`src/rtl/ahb_mtx_in_stage_pkg.sv`:
```
// Shared AHB bus-matrix definitions: transfer/response encodings and the
// address-phase control bundle used by the input stages.
package ahb_mtx_in_stage_pkg;

    typedef enum logic [1:0] {
        HTRANS_IDLE   = 2'b00,
        HTRANS_BUSY   = 2'b01,
        HTRANS_NONSEQ = 2'b10,
        HTRANS_SEQ    = 2'b11
    } htrans_e;

    typedef enum logic [1:0] {
        HRESP_OKAY  = 2'b00,
        HRESP_ERROR = 2'b01
    } hresp_e;

    // Address-phase control fields; the address itself is kept alongside
    // because its width is a per-instance parameter.
    typedef struct packed {
        htrans_e    trans;
        logic       write;
        logic [2:0] size;
        logic [2:0] burst;
        logic [3:0] prot;
        logic       lock;
    } aphase_ctrl_t;

    localparam aphase_ctrl_t APHASE_CTRL_RESET = '{
        trans: HTRANS_IDLE,
        write: 1'b0,
        size:  3'b000,
        burst: 3'b000,
        prot:  4'b0000,
        lock:  1'b0
    };

    // NONSEQ and SEQ both have bit 1 set; IDLE and BUSY never need holding.
    function automatic logic is_active_trans(input logic [1:0] trans);
        return trans[1];
    endfunction

endpackage

```
`src/rtl/ahb_mtx_in_stage.sv`:
```
// Bus-matrix input stage: passes the master's address phase straight to the
// decoder, or holds and replays it while the addressed output stage is busy.
module ahb_mtx_in_stage
    import ahb_mtx_in_stage_pkg::*;
#(
    parameter int unsigned ADDR_W = 32
) (
    input  logic              HCLK,
    input  logic              HRESET,
    input  logic              HSELS,
    input  logic [ADDR_W-1:0] HADDRS,
    input  logic [1:0]        HTRANSS,
    input  logic              HWRITES,
    input  logic [2:0]        HSIZES,
    input  logic [2:0]        HBURSTS,
    input  logic [3:0]        HPROTS,
    input  logic              HMASTLOCKS,
    input  logic              HREADYS,
    input  logic              active_dec,
    input  logic              readyout_dec,
    input  logic [1:0]        resp_dec,
    output logic              sel_dec,
    output logic [ADDR_W-1:0] addr_dec,
    output logic [1:0]        trans_dec,
    output logic              write_dec,
    output logic [2:0]        size_dec,
    output logic [2:0]        burst_dec,
    output logic [3:0]        prot_dec,
    output logic              lock_dec,
    output logic              ready_dec,
    output logic              HREADYOUTS,
    output logic [1:0]        HRESPS,
    output logic              held
);

    logic              pend_q, pend_d;
    logic [ADDR_W-1:0] addr_q, addr_d;
    aphase_ctrl_t      ctrl_q, ctrl_d;
    aphase_ctrl_t      ctrl_in;
    aphase_ctrl_t      ctrl_out;
    logic              accept;
    logic              hold_load;

    always_comb begin
        ctrl_in       = APHASE_CTRL_RESET;
        ctrl_in.trans = htrans_e'(HTRANSS);
        ctrl_in.write = HWRITES;
        ctrl_in.size  = HSIZES;
        ctrl_in.burst = HBURSTS;
        ctrl_in.prot  = HPROTS;
        ctrl_in.lock  = HMASTLOCKS;
    end

    assign accept    = HSELS & HREADYS & is_active_trans(HTRANSS);
    assign hold_load = HREADYS & ~pend_q;

    always_comb begin
        pend_d = pend_q;
        addr_d = addr_q;
        ctrl_d = ctrl_q;
        if (!pend_q) begin
            pend_d = accept & ~active_dec;
        end else if (active_dec) begin
            pend_d = 1'b0;
        end
        // Capture on every completed address phase; only meaningful once pend sets.
        if (hold_load) begin
            addr_d = HADDRS;
            ctrl_d = ctrl_in;
        end
    end

    always_ff @(posedge HCLK or posedge HRESET) begin
        if (HRESET) begin
            pend_q <= 1'b0;
            addr_q <= '0;
            ctrl_q <= APHASE_CTRL_RESET;
        end else begin
            pend_q <= pend_d;
            addr_q <= addr_d;
            ctrl_q <= ctrl_d;
        end
    end

    always_comb begin
        sel_dec    = HSELS;
        addr_dec   = HADDRS;
        ctrl_out   = ctrl_in;
        ready_dec  = HREADYS;
        HREADYOUTS = readyout_dec;
        HRESPS     = resp_dec;
        // Replay: the previous data phase is done, so the decoder sees HREADY high
        // while the master is stalled with an OKAY wait state.
        if (pend_q) begin
            sel_dec    = 1'b1;
            addr_dec   = addr_q;
            ctrl_out   = ctrl_q;
            ready_dec  = 1'b1;
            HREADYOUTS = 1'b0;
            HRESPS     = HRESP_OKAY;
        end
    end

    assign trans_dec = ctrl_out.trans;
    assign write_dec = ctrl_out.write;
    assign size_dec  = ctrl_out.size;
    assign burst_dec = ctrl_out.burst;
    assign prot_dec  = ctrl_out.prot;
    assign lock_dec  = ctrl_out.lock;
    assign held      = pend_q;

endmodule

```
`config.mk`:
```
export PLATFORM = sky130hd
export DESIGN_NAME = ahb_mtx_in_stage
export DESIGN_NICKNAME = d
export VERILOG_FILES = /design/src/rtl/ahb_mtx_in_stage_pkg.sv /design/src/rtl/ahb_mtx_in_stage.sv
export SDC_FILE = /design/constraint.sdc
export NUM_CORES = 1
export LEC_CHECK = 0
export CAP_MARGIN = 20
export CORE_UTILIZATION = 40
export DETAILED_ROUTE_END_ITERATION = 16
export GPL_ROUTABILITY_DRIVEN = 1
export PLACE_DENSITY = 0.85
export SKIP_LAST_GASP = 1
export SLEW_MARGIN = 15
export SYNTH_ARGS = -nofsm -noshare
export SYNTH_HDL_FRONTEND = slang
export SYNTH_SLANG_ARGS = --single-unit
export TNS_END_PERCENT = 1
```
`constraint.sdc`:
```
create_clock -name HCLK -period 1.7 [get_ports HCLK]
set_clock_uncertainty 0.1 [all_clocks]
set_input_delay 0.34 -clock HCLK [delete_from_list [all_inputs] [get_ports HCLK]]
set_output_delay 0.34 -clock HCLK [all_outputs]
set_load 0.005 [all_outputs]
```
==> results.yml, run 1 <==
outcome:
  status: "complete, but fails checks"
  violations: "setup timing"
power_and_ir_drop:
  p_leak_uw: 0.00174
  ir_drop_uv: 406
  power.density_mw_per_mm2: 724
sta:
  worst-slew-pin-transition_ns: 0.250
  drv_slew: 0
  period_share: 1.16
  rsz0062_at_grt: "yes"
  hold_viol: 0
  finalSetupViolCount: 52
  fin_crit_ns: 1.98
  fin_ws_ns: -0.276
  fmax_mhz: 506
  relSlewSlack: 0.833
setup_path:
  crit_path_end_kind: "output pin"
  cp_max_fo: 9
  reg2regPathDepth: 5
  criticalPathCategory: "reg -> out"
  cp-start-kind: "register"
  cp.arrival_ns: 1.54
  required_ns: 1.26
drt:
  viasPerCell: 4.83
  drt-wirelength-per-cell_um: 15.5
  wirelength_um: 5530
  dr.first_iter.drc_count: 45
  drcViolationCount: 0
  ant_nets: 0
  dr.pass1.iters: 4
  num_vias: 1718
global_route:
  grt_pass1_wl_um: 8560
  antenna_found_initial: 0
  grt.total_usage: 0.169
  grt_pass1_vias: 1778
  gr-total-overflow: 0
  grt_max_degree: 48
hold_path:
  min_path_type: "in -> async"
final_layout:
  utilization: 0.633
  num-nets-final: 334
  diodes: 0
  seqCellArea_mm2: 0.00118
  drive_above_1_share: 0.530
  multi_input_area_mm2: 0.00125
  nFillCells: 492
  syn_to_final_growth_pct: 49.9
place:
  io_buffer_count: 105
  dp_hpwl_um: 3830
  routabilityCongestion: 0.658
  dp_slack_ns: -0.259
logic_synthesis:
  synth_fp_nets: 213
  yosysWarnings: 0
  netlist_area_mm2: 0.00254
  yosysSeqAreaShare: 0.462
  ys_types: 12
  ys_seq_elements: 47
  syn_inst: 159
  syn_area_per_cell_um2: 16.0
clocking:
  cts_buffers: 5
  clk_latency_ns: 0.28
  cts_sinks: 47
  cts_buffer_depth: 2
  root_buffer: "clkbuf_8"
  cts.hold.buffers_added: 0
  path_clk_slew_ns: 0.08
  cts_tree: "done"
  htree_levels: 2
die:
  die_w_um: 81.7
  rows: 28
  die_y_um: 81.7
  pin_count: 106
  die_area_mm2: 0.00668
  coreArea_mm2: 0.00603
  start_util: 0.422
flow_run:
  max_cap_violations: 0
layer usage:
layer  up-vias  GRT usage  part of all wire
li1        813          -                 -
met1       836      0.201              0.41
met2        63      0.302              0.51
met3         6     0.0478             0.071
met4         0     0.0368            0.0065
met5         -          0                 0
critical path, cell delays in order (launching register included):
cell	delay (ns)
dfrtp_2	0.43
buf_12	0.14
buf_8	0.13
or2_2	0.28
dlygate4sd2_1	0.26
where the power goes:
part | switching, uW | total [uW] | internal (uW)
clock network | 349 | 638 | 289
registers | 72.3 | 1330 | 1260
logic | 246 | 795 | 549
total | 667 | 2760 | 2090
path summary, 6_finish.rpt:
check | start | to | slack [ns]
min in group HCLK | addr_q[27]$_DFFE_PP0P_ | addr_q[27]$_DFFE_PP0P_ | 0.41
worst min-delay path | HRESET | addr_q[2]$_DFFE_PP0P_ | 0.32
worst min register to register | addr_q[27]$_DFFE_PP0P_ | addr_q[27]$_DFFE_PP0P_ | 0.41
worst max-delay path | held$_DFF_PP0_ | sel_dec | -0.28
max in group asynchronous | HRESET | held$_DFF_PP0_ | 0.96
worst max register to register | held$_DFF_PP0_ | ctrl_q[10]$_DFFE_PP0P_ | 0
layout make-up:
cell class                      instances  area share
Inverter                                1    0.000985
Clock buffer                            7      0.0200
Tap cell                               75      0.0246
Sequential cell                        47       0.309
Clock inverter                          1     0.00131
Timing Repair Buffer                  125       0.316
Multi-Input combinational cell        100       0.329
placed cells by master (no fill, tap or decap), types with 3 or more instances in the layout:
cell,count
clkbuf_8,5
buf_2,23
buf_6,5
nor2b_1,3
mux2_4,43
clkdlybuf4s50_1,54
buf_4,7
dlygate4sd2_1,22
dfrtp_1,46
buf_12,6
mux2_2,49
clkdlybuf4s15_1,3
per-stage QoR:
stage | total power [uW] | cells | TNS (ns) | area, um2 | hold slack (ns)
after floorplan | 1770 | 159 | 0 | 2540 | 0.306
after global placement | 2170 | 340 | -17.32 | 3730 | 0.384
after detailed placement | 2190 | 340 | -18.62 | 3730 | 0.388
after CTS | 2800 | 356 | -12.71 | 3810 | 0.318
after global routing | 2920 | 356 | -15.51 | 3810 | 0.329
final | 2760 | 356 | -11.73 | 3810 | 0.316
what timing repair did:
item | CTS | global route
pin swaps | 0 | 0
setup endpoints to repair | 52 | 90
setup buffers | 7 | 0
gates cloned | 2 | 0
gates resized for setup | 145 | 0
Yosys cell counts:
| cell type | n | area (um2) |
|---|---|---|
| or2_2 | 2 | 12.5 |
| buf_2 | 5 | 25.0 |
| buf_12 | 4 | 80.1 |
| inv_1 | 1 | 3.75 |
| mux2_2 | 52 | 586 |
| nor2b_1 | 3 | 18.8 |
| nor2_1 | 1 | 3.75 |
| a31oi_1 | 1 | 6.26 |
| buf_6 | 2 | 22.5 |
| nor2b_2 | 1 | 8.76 |
| dfrtp_1 | 47 | 1180 |
| mux2_4 | 40 | 601 |
registers in the layout, indices dropped and copies added, names as in the netlist:
name	flops
ctrl_q	14
addr_q	32
held	1
cells by family (layout without fill, tap and decap cells):
| group | after synthesis | in the layout | synth area share |
|---|---|---|---|
| mux | 92 | 92 | 0.466 |
| compound gates | 1 | 1 | 0.00246 |
| simple gates | 7 | 7 | 0.0172 |
| flops | 47 | 47 | 0.462 |
| buf+inv | 12 | 134 | 0.0516 |
(Power assumes the default switching activity.)
==> run 2, diff against run 1 <==
CTS_BUF_LIST = sky130_fd_sc_hd__clkbuf_16   (was default)
==> results.yml, run 2 (synthesis gave the netlist of run 1 again) <==
setup_path:
  cp_max_fo: 9
  required_ns: 1.26
  criticalPathCategory: "reg -> out"
  cp.arrival_ns: 1.52
  cp-start-kind: "register"
  crit_path_end_kind: "output pin"
  reg2regPathDepth: 5
final_layout:
  syn_to_final_growth_pct: 52.1
  nFillCells: 482
  num-nets-final: 334
  final_cell_mix: "clkdlybuf4s50_1 (54), mux2_2 (49), dfrtp_1 (46), mux2_4 (43), buf_2 (23)"
  seqCellArea_mm2: 0.00118
  drive_above_1_share: 0.530
  multi_input_area_mm2: 0.00125
  largest_reg_flops: 32
  fin_cells: 356
  diodes: 0
  top_register: "addr_q"
  final_common_cell: "clkdlybuf4s50_1"
die:
  die_w_um: 81.7
  start_util: 0.422
  die_y_um: 81.7
  coreArea_mm2: 0.00603
  die_area_mm2: 0.00668
  rows: 28
  pin_count: 106
clocking:
  cts_sinks: 47
  cts_buffers: 5
  root_buffer: "clkbuf_16"
  cts_buffer_depth: 2
  cts_tree: "done"
  htree_levels: 2
  clk_latency_ns: 0.27
  path_clk_slew_ns: 0.06
drt:
  drcViolationCount: 0
  ant_nets: 0
  wirelength_um: 5520
  num_vias: 1716
  dr.first_iter.drc_count: 34
  drt-wirelength-per-cell_um: 15.5
  dr.pass1.iters: 4
  viasPerCell: 4.82
sta:
  fmax_mhz: 511
  period_share: 1.15
  hold_viol: 0
  fin_crit_ns: 1.96
  holdWs_ns: 0.337
  worst-slew-pin-transition_ns: 0.249
  fin_ws_ns: -0.256
  rsz0062_at_grt: "yes"
  finalSetupViolCount: 52
  setup-tns-final_ns: -10.66
  drv_slew: 0
  relSlewSlack: 0.834
outcome:
  violations: "setup timing"
  status: "complete, but fails checks"
global_route:
  grt_pass1_wl_um: 8550
  antenna_found_initial: 0
  grt.total_usage: 0.168
  gr-total-overflow: 0
  grt_max_degree: 48
  grt_pass1_vias: 1790
power_and_ir_drop:
  ir_drop_uv: 435
  power.density_mw_per_mm2: 784
  p_leak_uw: 0.00177
  power_uw: 3030
place:
  io_buffer_count: 105
  dp_slack_ns: -0.259
  dp_cells: 340
  dp_hpwl_um: 3830
  routabilityCongestion: 0.658
flow_run:
  max_cap_violations: 0
hold_path:
  min_path_type: "in -> async"
==> run 2: cell count changes in the layout (fill, tap and decap cells not counted), sizes merged <==
| cell | before | now |
|---|---|---|
| inv | 1 | 3 |
| clkbuf | 7 | 5 |
==> run 2: worst paths after layout <==
| path | startpoint | slack, ns | to |
|---|---|---|---|
| worst max register to register | held$_DFF_PP0_ | 0 | ctrl_q[3]$_DFFE_PP0P_ |
| worst max-delay path | held$_DFF_PP0_ | -0.26 | sel_dec |
| worst min register to register | addr_q[27]$_DFFE_PP0P_ | 0.40 | addr_q[27]$_DFFE_PP0P_ |
| max in group asynchronous | HRESET | 0.94 | held$_DFF_PP0_ |
| min in group HCLK | addr_q[27]$_DFFE_PP0P_ | 0.40 | addr_q[27]$_DFFE_PP0P_ |
| worst min-delay path | HRESET | 0.34 | addr_q[2]$_DFFE_PP0P_ |
==> run 2: through the flow <==
| step | utilization | cell area [um2] |
|---|---|---|
| 4_1_cts | 0.642 | 3870 |
| 3_5_place_dp | 0.619 | 3730 |
| 5_1_grt | 0.642 | 3870 |
| 6_report | 0.642 | 3870 |
| 3_3_place_gp | 0.619 | 3730 |
| 2_1_floorplan | - | 2540 |
==> run 2: per-layer routing <==
| layer | GRT usage | share of wire | up-vias |
|---|---|---|---|
| met1 | 0.201 | 0.41 | 837 |
| met5 | 0 | 0 | - |
| met3 | 0.0411 | 0.065 | 2 |
| met4 | 0.0368 | 0.0027 | 0 |
| li1 | - | - | 815 |
| met2 | 0.302 | 0.52 | 62 |
==> run 2: cell type report <==
type	count	share of cell area
clock buffer	5	0.0323
clock inverter	3	0.00323
inverter	1	0.000970
multi-input combinational	100	0.324
sequential	47	0.304
tap	75	0.0243
timing repair buffer	125	0.311
==> run 2: repair_timing <==
item	CTS	global route
gates cloned	2	0
resized for setup	145	0
setup endpoints to repair	52	90
setup buffers	7	0
hold buffers	0	0
==> run 2: critical path, cell delays in order, from the launching register on <==
cell and delay [ns]:
dfrtp_2 0.43, buf_12 0.14, buf_8 0.13, or2_2 0.28, dlygate4sd2_1 0.26
==> run 2: power by group <==
group          switching, uW  internal [uW]
combinational            246            549
sequential              72.5           1260
clock                    374            531
==> run 3, diff against run 2 <==
CORE_MARGIN = 1   (was default)
GPL_TIMING_DRIVEN = 0   (was default)
PLACE_DENSITY = 0.83   (was 0.85)
==> results.yml, run 3 (synthesis gave the netlist of run 1 again) <==
final_layout:
  largest_reg_flops: 32
  utilization: 0.652
  drive_above_1_share: 0.620
  syn_to_final_growth_pct: 54.4
  final_common_cell: "clkdlybuf4s50_1"
  top_register: "addr_q"
  num-nets-final: 340
  final_cell_mix: "clkdlybuf4s50_1 (54), mux2_2 (48), dfrtp_1 (47), mux2_4 (44), clkbuf_2 (27)"
  diodes: 0
setup_path:
  cp.arrival_ns: 1.47
  crit_path_end_kind: "output pin"
  criticalPathCategory: "reg -> out"
  cp_max_fo: 5
  required_ns: 1.26
  cp-start-kind: "register"
die:
  die_w_um: 81.7
  die_y_um: 81.7
  rows: 28
  coreArea_mm2: 0.00603
  pin_count: 106
  die_area_mm2: 0.00668
  start_util: 0.422
power_and_ir_drop:
  intPower_uw: 2360
  clock_power_share: 0.299
  power.share.sequential: 0.431
  ir_drop_uv: 414
  switching_power_uw: 725
  p_leak_uw: 0.00182
  power_uw: 3090
  power.density_mw_per_mm2: 787
  swShare: 0.235
  combPwrFrac: 0.270
drt:
  viasPerCell: 4.85
  dr.pass1.iters: 2
  dr.first_iter.drc_count: 29
  num_vias: 1755
  ant_nets: 0
  wirelength_um: 5770
  drcViolationCount: 0
  drt-wirelength-per-cell_um: 15.9
global_route:
  antenna_found_initial: 0
  grt_max_degree: 28
  grt.total_usage: 0.185
  gr-total-overflow: 0
  grt_pass1_wl_um: 9250
  grt_pass1_vias: 1858
clocking:
  htree_levels: 2
  root_buffer: "clkbuf_16"
  cts_buffer_depth: 2
  cts_buffers: 5
  cts_sinks: 47
  cts_tree: "done"
  path_clk_slew_ns: 0.06
  clk_latency_ns: 0.28
sta:
  relSlewSlack: 0.678
  hold_viol: 0
  finalSetupViolCount: 92
  worst-slew-pin-transition_ns: 0.482
  fin_crit_ns: 1.91
  fmax_mhz: 523
  holdWs_ns: 0.300
  rsz0062_at_grt: "yes"
  fin_ws_ns: -0.211
  drv_slew: 0
  period_share: 1.12
flow_run:
  max_cap_violations: 0
outcome:
  status: "complete, but fails checks"
  violations: "setup timing"
place:
  routabilityCongestion: 0.695
  io_buffer_count: 105
  dp_hpwl_um: 3820
hold_path:
  min_path_type: "in -> async"
[run 3: changes by cell type in the layout (fill, tap and decap cells not counted), moves of 3 or more]
| cell | before | now |
|---|---|---|
| clkbuf_2 | 0 | 27 |
| dlygate4sd2_1 | 22 | 2 |
| buf_6 | 5 | 14 |
| clkdlybuf4s15_1 | 3 | 0 |
| buf_8 | 2 | 5 |
| buf_2 | 23 | 14 |
[run 3: through the flow]
stage	cells	instance area [um2]	setup WS (ns)	setup TNS [ns]
floorplan	159	2540	0.144	0
global placement	339	3690	-0.875	-63.67
detailed placement	340	3710	-0.308	-22.43
CTS	363	4040	-0.325	-18.96
global route	362	3930	-0.266	-17.50
finish	362	3930	-0.211	-11.14
[run 3: layout make-up]
type                            count  area, um2
Fill cell                         486       2100
Multi-Input combinational cell    100       1260
Sequential cell                    47       1180
Inverter                            1       3.75
Buffer                             11        183
Clock buffer                        5        125
Clock inverter                      3       12.5
Tap cell                           75       93.8
Timing Repair Buffer              120       1070
[run 3: power groups by stage]
stage / clock network, uW / registers [uW] / logic, uW
6_report: 925 / 1330 / 835
5_1_grt: 1020 / 1350 / 896
4_1_cts: 951 / 1330 / 857
3_5_place_dp: 0 / 1340 / 840
3_3_place_gp: 0 / 1340 / 823
2_1_floorplan: 0 / 1320 / 450
[run 3: path summary, 6_finish.rpt]
check	start	end	slack, ns	depth (start not counted)
max in group asynchronous	HRESET	ctrl_q[13]$_DFFE_PP0P_	0.69	3
worst min register to register	ctrl_q[7]$_DFFE_PP0P_	ctrl_q[7]$_DFFE_PP0P_	0.41	1
worst min-delay path	HRESET	addr_q[0]$_DFFE_PP0P_	0.30	2
min in group HCLK	ctrl_q[7]$_DFFE_PP0P_	ctrl_q[7]$_DFFE_PP0P_	0.41	1
worst max-delay path	held$_DFF_PP0_	addr_dec[7]	-0.21	5
worst max register to register	held$_DFF_PP0_	addr_q[7]$_DFFE_PP0P_	-0.07	7
[run 3: layer usage]
layer | track usage | vias up | routed length [um]
met2 | 0.303 | 64 | 2790
met3 | 0.0500 | 5 | 376
met5 | 0 | - | 0
met1 | 0.242 | 863 | 2560
li1 | - | 823 | -
met4 | 0.0474 | 0 | 42
[run 3: timing repair]
| item | CTS | global route |
|---|---|---|
| buffers inserted | 9 | 1 |
| gates cloned | 6 | 0 |
| hold buffers | 0 | 0 |
| setup endpoints to repair | 51 | 98 |
| pin swaps | 0 | 2 |
| gates resized for setup | 153 | 60 |
[run 3: critical path, cell delays in order, from the launching register on]
cell and delay [ns]:
dfrtp_1 0.38, buf_6 0.14, buf_12 0.13, buf_16 0.13
mux2_4 0.29, buf_6 0.11
